### config.mk
export PLATFORM = sky130hd
export DESIGN_NAME = rsa_modexp
export DESIGN_NICKNAME = d
export VERILOG_FILES = /design/src/rtl/rsa_modexp.sv
export SDC_FILE = /design/constraint.sdc
export NUM_CORES = 2
export LEC_CHECK = 0
export CAP_MARGIN = 25
export CORE_MARGIN = 2
export CORE_UTILIZATION = 40
export DETAILED_ROUTE_END_ITERATION = 12
export PLACE_DENSITY = 0.66
export SYNTH_ARGS = -nofsm -noshare
export SYNTH_HDL_FRONTEND = slang
export SYNTH_SLANG_ARGS = --single-unit
### constraint.sdc
create_clock -name clk -period 72.2 [get_ports clk]
set_clock_uncertainty 0.1 [all_clocks]
set_input_delay 7.22 -clock clk [delete_from_list [all_inputs] [get_ports clk]]
set_output_delay 7.22 -clock clk [all_outputs]
set_load 0.02 [all_outputs]
### src/rtl/rsa_modexp.sv
// Sequential modular exponentiation, result = base^exponent mod modulus, using right-to-left
// square-and-multiply over bit-serial interleaved modmul. Optional macro: RSA_CONST_TIME_EN.
module rsa_modexp #(
    parameter int unsigned WIDTH     = 128,
    parameter int unsigned EXP_WIDTH = 128
) (
    input  logic                 clk,
    input  logic                 rst,
    input  logic                 start_i,
    input  logic [WIDTH-1:0]     base_i,
    input  logic [EXP_WIDTH-1:0] exponent_i,
    input  logic [WIDTH-1:0]     modulus_i,
    output logic                 busy_o,
    output logic                 done_o,
    output logic                 err_o,
    output logic [WIDTH-1:0]     result_o
);

    localparam int unsigned CntW = (WIDTH > 1) ? $clog2(WIDTH) : 1;
    localparam int unsigned KW   = (EXP_WIDTH > 1) ? $clog2(EXP_WIDTH) : 1;
    localparam logic [CntW-1:0] CntLast = CntW'(WIDTH - 1);
    localparam logic [KW-1:0]   KLast   = KW'(EXP_WIDTH - 1);

`ifdef RSA_CONST_TIME_EN
    localparam bit ConstTime = 1'b1;
`else
    localparam bit ConstTime = 1'b0;
`endif

    typedef enum logic [2:0] {StIdle, StReduce, StMult, StSquare, StFinish} state_e;

    state_e               state_q, state_d;
    logic [WIDTH-1:0]     mod_q, mod_d;
    logic [EXP_WIDTH-1:0] exp_q, exp_d;
    logic [WIDTH-1:0]     a_q, a_d;
    logic [WIDTH-1:0]     b_q, b_d;
    logic [WIDTH-1:0]     r_q, r_d;
    logic [WIDTH-1:0]     acc_q, acc_d;
    logic [CntW-1:0]      cnt_q, cnt_d;
    logic [KW-1:0]        k_q, k_d;
    logic [WIDTH-1:0]     result_q, result_d;
    logic                 done_q, done_d;
    logic                 err_q, err_d;

    logic [WIDTH-1:0]     mul_b;
    logic [WIDTH:0]       nn, dbl, red1, sum, red2;
    logic [WIDTH-1:0]     prod;
    logic [EXP_WIDTH-1:0] exp_shr;

    // One interleaved-modmul iteration; acc stays < n, so WIDTH+1 bits never overflow.
    always_comb begin
        mul_b = (state_q == StReduce) ? WIDTH'(1) : b_q;
        nn    = {1'b0, mod_q};
        dbl   = {acc_q, 1'b0};
        red1  = (dbl >= nn) ? dbl - nn : dbl;
        sum   = red1 + (a_q[WIDTH-1] ? {1'b0, mul_b} : '0);
        red2  = (sum >= nn) ? sum - nn : sum;
        prod  = WIDTH'(red2);
    end

    assign exp_shr = exp_q >> 1;

    always_comb begin
        state_d  = state_q;
        mod_d    = mod_q;
        exp_d    = exp_q;
        a_d      = a_q;
        b_d      = b_q;
        r_d      = r_q;
        acc_d    = acc_q;
        cnt_d    = cnt_q;
        k_d      = k_q;
        result_d = result_q;
        done_d   = 1'b0;
        err_d    = err_q;

        unique case (state_q)
            StIdle: begin
                if (start_i && !done_q) begin
                    mod_d   = modulus_i;
                    exp_d   = exponent_i;
                    a_d     = base_i;
                    acc_d   = '0;
                    cnt_d   = '0;
                    k_d     = '0;
                    err_d   = 1'b0;
                    // 1 mod n; also yields result 0 on the modulus==0 error path
                    r_d     = (modulus_i <= WIDTH'(1)) ? '0 : WIDTH'(1);
                    state_d = (modulus_i == '0) ? StFinish : StReduce;
                end
            end
            StReduce, StMult, StSquare: begin
                acc_d = prod;
                a_d   = a_q << 1;
                cnt_d = cnt_q + 1'b1;
                if (cnt_q == CntLast) begin
                    acc_d = '0;
                    cnt_d = '0;
                    if (state_q == StReduce) begin
                        b_d = prod;
                        if (ConstTime || exp_q[0]) begin
                            state_d = StMult;
                            a_d     = r_q;
                        end else begin
                            state_d = StSquare;
                            a_d     = prod;
                        end
                    end else if (state_q == StMult) begin
                        if (exp_q[0]) r_d = prod;
                        state_d = StSquare;
                        a_d     = b_q;
                    end else begin
                        b_d   = prod;
                        exp_d = exp_shr;
                        k_d   = k_q + 1'b1;
                        if (k_q == KLast) begin
                            state_d = StFinish;
                        end else if (ConstTime || exp_shr[0]) begin
                            state_d = StMult;
                            a_d     = r_q;
                        end else begin
                            state_d = StSquare;
                            a_d     = prod;
                        end
                    end
                end
            end
            StFinish: begin
                result_d = r_q;
                done_d   = 1'b1;
                err_d    = (mod_q == '0);
                state_d  = StIdle;
            end
            default: state_d = StIdle;
        endcase
    end

    always_ff @(posedge clk or posedge rst) begin
        if (rst) begin
            state_q  <= StIdle;
            mod_q    <= '0;
            exp_q    <= '0;
            a_q      <= '0;
            b_q      <= '0;
            r_q      <= '0;
            acc_q    <= '0;
            cnt_q    <= '0;
            k_q      <= '0;
            result_q <= '0;
            done_q   <= 1'b0;
            err_q    <= 1'b0;
        end else begin
            state_q  <= state_d;
            mod_q    <= mod_d;
            exp_q    <= exp_d;
            a_q      <= a_d;
            b_q      <= b_d;
            r_q      <= r_d;
            acc_q    <= acc_d;
            cnt_q    <= cnt_d;
            k_q      <= k_d;
            result_q <= result_d;
            done_q   <= done_d;
            err_q    <= err_d;
        end
    end

    // done is registered out of FINISH, so busy covers the done cycle as well
    assign busy_o   = (state_q != StIdle) || done_q;
    assign done_o   = done_q;
    assign err_o    = err_q;
    assign result_o = result_q;

endmodule

==> impl_results.md <==
* Initial core utilization at about two fifths
* Remaining Overflow, GRT at 0
* Crit start category: register
* Clk sinks at about 920
* Global-route wire length before repair at between 500 and 600 mm
* Placer's final routability congestion estimate at roughly 1.1
* R2r startpoint: mod_q[22]
* Post-Syn Area at about 70,000 µm²
* Final #Nets at approximately 9,900
* EDFF count, synth at 0
* FF+latch count, synth at between 900 and 1,000
* GR Util All Layers at 40.5%
* CP startpoint: mod_q[22]
* DR vias/cell at 6.51
* Dominant cells by area after synthesis: dfrtp_1 (33%), nand2_1 (7.7%), o21ai_0 (7.3%)
* Critical path's largest stage delay at ~0.86 ns
* Area grow syn2layout at 15.3%
* Clock Tree Root: clkbuf_16
* Die X at ~420 µm
* Post-synth ARST share at 100%
* # DRC at 0
* Tcrit/Tclk final at a little under a quarter
* Worst-path clk slew at about 0.06 ns
* Register area share after synthesis at 32.6%
* Initial antenna violation count at 19
* Post-Route WL at ~380 mm
* Layout cells sized above 1 at 6.32%
* CTS Buffer Depth at 3
* Synthesis Warnings at 0
* Slew HR at about a fifth
* Endpoints failing setup at 0
* Port bufs at around 520
* DP HPWL at between 200 and 300 mm
* Top-area cell type share of the netlist area at 32.6%
* Final TNS setup at 0 ns
* Largest net degree at the start of global routing at approximately 190
* 1st-pass router iterations at 9
* Rows at approximately 150
* Ports at 518
* Worst Path Arrival at 17.34 ns
* Fin Hold WS at between 0.3 and 0.4 ns
* CTS tree: yes
* Via count at 75,300
* Crit-path most repeated cell: buf_4
* CTS Buf Count at ~110
* Initial DRC count at approximately 9,800
* Req. time, crit path at 72.77 ns
* Tmin final at between 15 and 20 ns
* # hold bufs at CTS at 0
* HP Class: register to register
* Post-route ant nets at 0
* Die height at approximately 420 µm
* Final Hold Vio Count at 0
* Syn Area/Cell at between 7 and 8 µm²
* Core box area at between 150,000 and 200,000 µm²
* RSZ-0062 raised after global routing: no
* Max cap viols at 0
* Clk_lat worst skew at 0.80 ns
* Critical Path Sink Type: register
* Synth unique cells at 94
* Worst Tran Pin Value at roughly 1.2 ns
* Area of the die at between 150,000 and 200,000 µm²
* Fmax at 59.6 MHz
* Post-Synthesis Cells at roughly 9,000
* WL/cell at 32.5 µm
* Resized cells post-CTS at 0
* Synth area leader: dfrtp_1
* Kind of critical path: register to register
* H-tree Lvls at 3
* HP Start: b_q[113]
* Setup repair bufs after CTS at 0
* Syn_nets at between 9,000 and 10,000
* Slowest CP cell: o21ai_1
* Status: complete, no violations
* Crit-path max FO at 73
* Final Util at between 40% and 50%
* Slew Limit Fails at 0
* Main flop type after synthesis: dfrtp_1
* Vias in the first global route at 71,500
## placed cells by master, fill, tap and decap left out, types with 107 or more instances in the layout
cell type	netlist	final
and3_1	221	221
buf_4	4	116
nor2_1	542	530
o21ai_0	1027	1025
xnor2_1	223	223
nor3_1	141	139
a21o_1	190	188
ha_1	387	387
dfrtp_1	915	913
clkdlybuf4s50_1	0	517
nand2_1	1437	1432
mux2_2	167	167
a21oi_1	843	842
nand4_1	169	169
a31oi_1	230	230
nand3_1	165	165
clkbuf_16	0	107
inv_1	266	264
o21bai_1	107	107
xor2_1	155	154
## area by class of cell
| cell class | instances | area [µm²] |
|---|---|---|
| Fill cell | 17300 | 93100 |
| Multi-Input combinational cell | 7188 | 44100 |
| Sequential cell | 915 | 22900 |
| Timing Repair Buffer | 653 | 6390 |
| Clock buffer | 158 | 3140 |
| Tap cell | 2325 | 2910 |
| Inverter | 267 | 1010 |
| Clock inverter | 40 | 494 |
| Antenna cell | 13 | 32.5 |
## state kept, by name, summed over array words and instances, names as in the netlist
| name | cells |
|---|---|
| a_q | 128 |
| err_o | 1 |
| k_q | 7 |
| done_o | 1 |
| cnt_q | 7 |
| r_q | 128 |
| acc_q | 128 |
| mod_q | 128 |
| b_q | 128 |
| state_q | 3 |
| result_o | 128 |
| exp_q | 128 |
## synth_stat cells, types with 13 or more instances
library cell and count:
a211o_1 13, a211oi_1 56, a21boi_0 23, a21o_1 190
a21oi_1 843, a221o_1 31, a221oi_1 103, a22o_1 93
a2bb2oi_1 21, a31oi_1 230, and2_1 35, and3_1 221
buf_1 37, buf_2 25, clkbuf_1 561, dfrtp_1 915
ha_1 387, inv_1 266, mux2_2 167, mux2i_1 56
nand2_1 1437, nand2b_1 41, nand3_1 165, nand4_1 169
nor2_1 542, nor2b_1 30, nor3_1 141, nor4_1 92
o2111ai_1 17, o211ai_1 49, o21a_1 68, o21ai_0 1027
o21ai_1 57, o21bai_1 107, o221a_2 14, o221ai_1 29
o22ai_1 41, o311ai_0 15, o31a_1 13, o31ai_1 42
or2_2 16, or3_1 58, xnor2_1 223, xor2_1 155
## worst max-delay path, delay by kind of cell (launching register included)
kind	cells	cell delay [ns]
buffers and inverters	7	2.95
adder cells (fa/ha/maj)	3	1.50
AO/OA/AOI/OAI	21	8.92
XOR/XNOR	1	0.48
AND/OR/NAND/NOR	6	1.82
flip-flops	1	0.55
## cell families after synthesis
family                     synth area share, %
xor gates and xnor gates                  4.76
adders and majority gates                 6.99
buffers and inverters                     4.95
AOI/OAI and AO/OA                         27.9
and+or+nand+nor                           19.2
DFF                                       32.6
muxes                                     3.54
## stage by stage
| step | setup WS (ns) | instances | instance area, µm² |
|---|---|---|---|
| 2_1_floorplan | 39.15 | 9005 | 70200 |
| 3_3_place_gp | 55.52 | 11300 | 77000 |
| 3_5_place_dp | 56.14 | 11300 | 77100 |
| 4_1_cts | 56.06 | 11500 | 80700 |
| 5_1_grt | 55.00 | 11500 | 80900 |
| 6_report | 55.43 | 11600 | 80900 |
## routing by layer
metal  track usage [%]  vias to the layer above  routed length (µm)
li1                  -                    33000                   -
met1              48.2                    36500              139000
met2              63.2                     4498              167000
met3              7.36                     1250               30300
met4              35.0                       14               40600
met5                 0                        -                 140
## final timing paths
kind	end	slack, ns	depth (start not counted)
setup / recovery	a_q[93]	55.43	38
hold / removal	b_q[113]	0.40	2
setup reg to reg	a_q[93]	55.43	38
hold reg to reg	b_q[113]	0.40	2
max in group asynchronous	mod_q[61]	62.13	5
min in group asynchronous	exp_q[95]	6.89	2
Power is not shown: default switching activity piles up to over one toggle a cycle in this logic, so the estimate is an artifact.
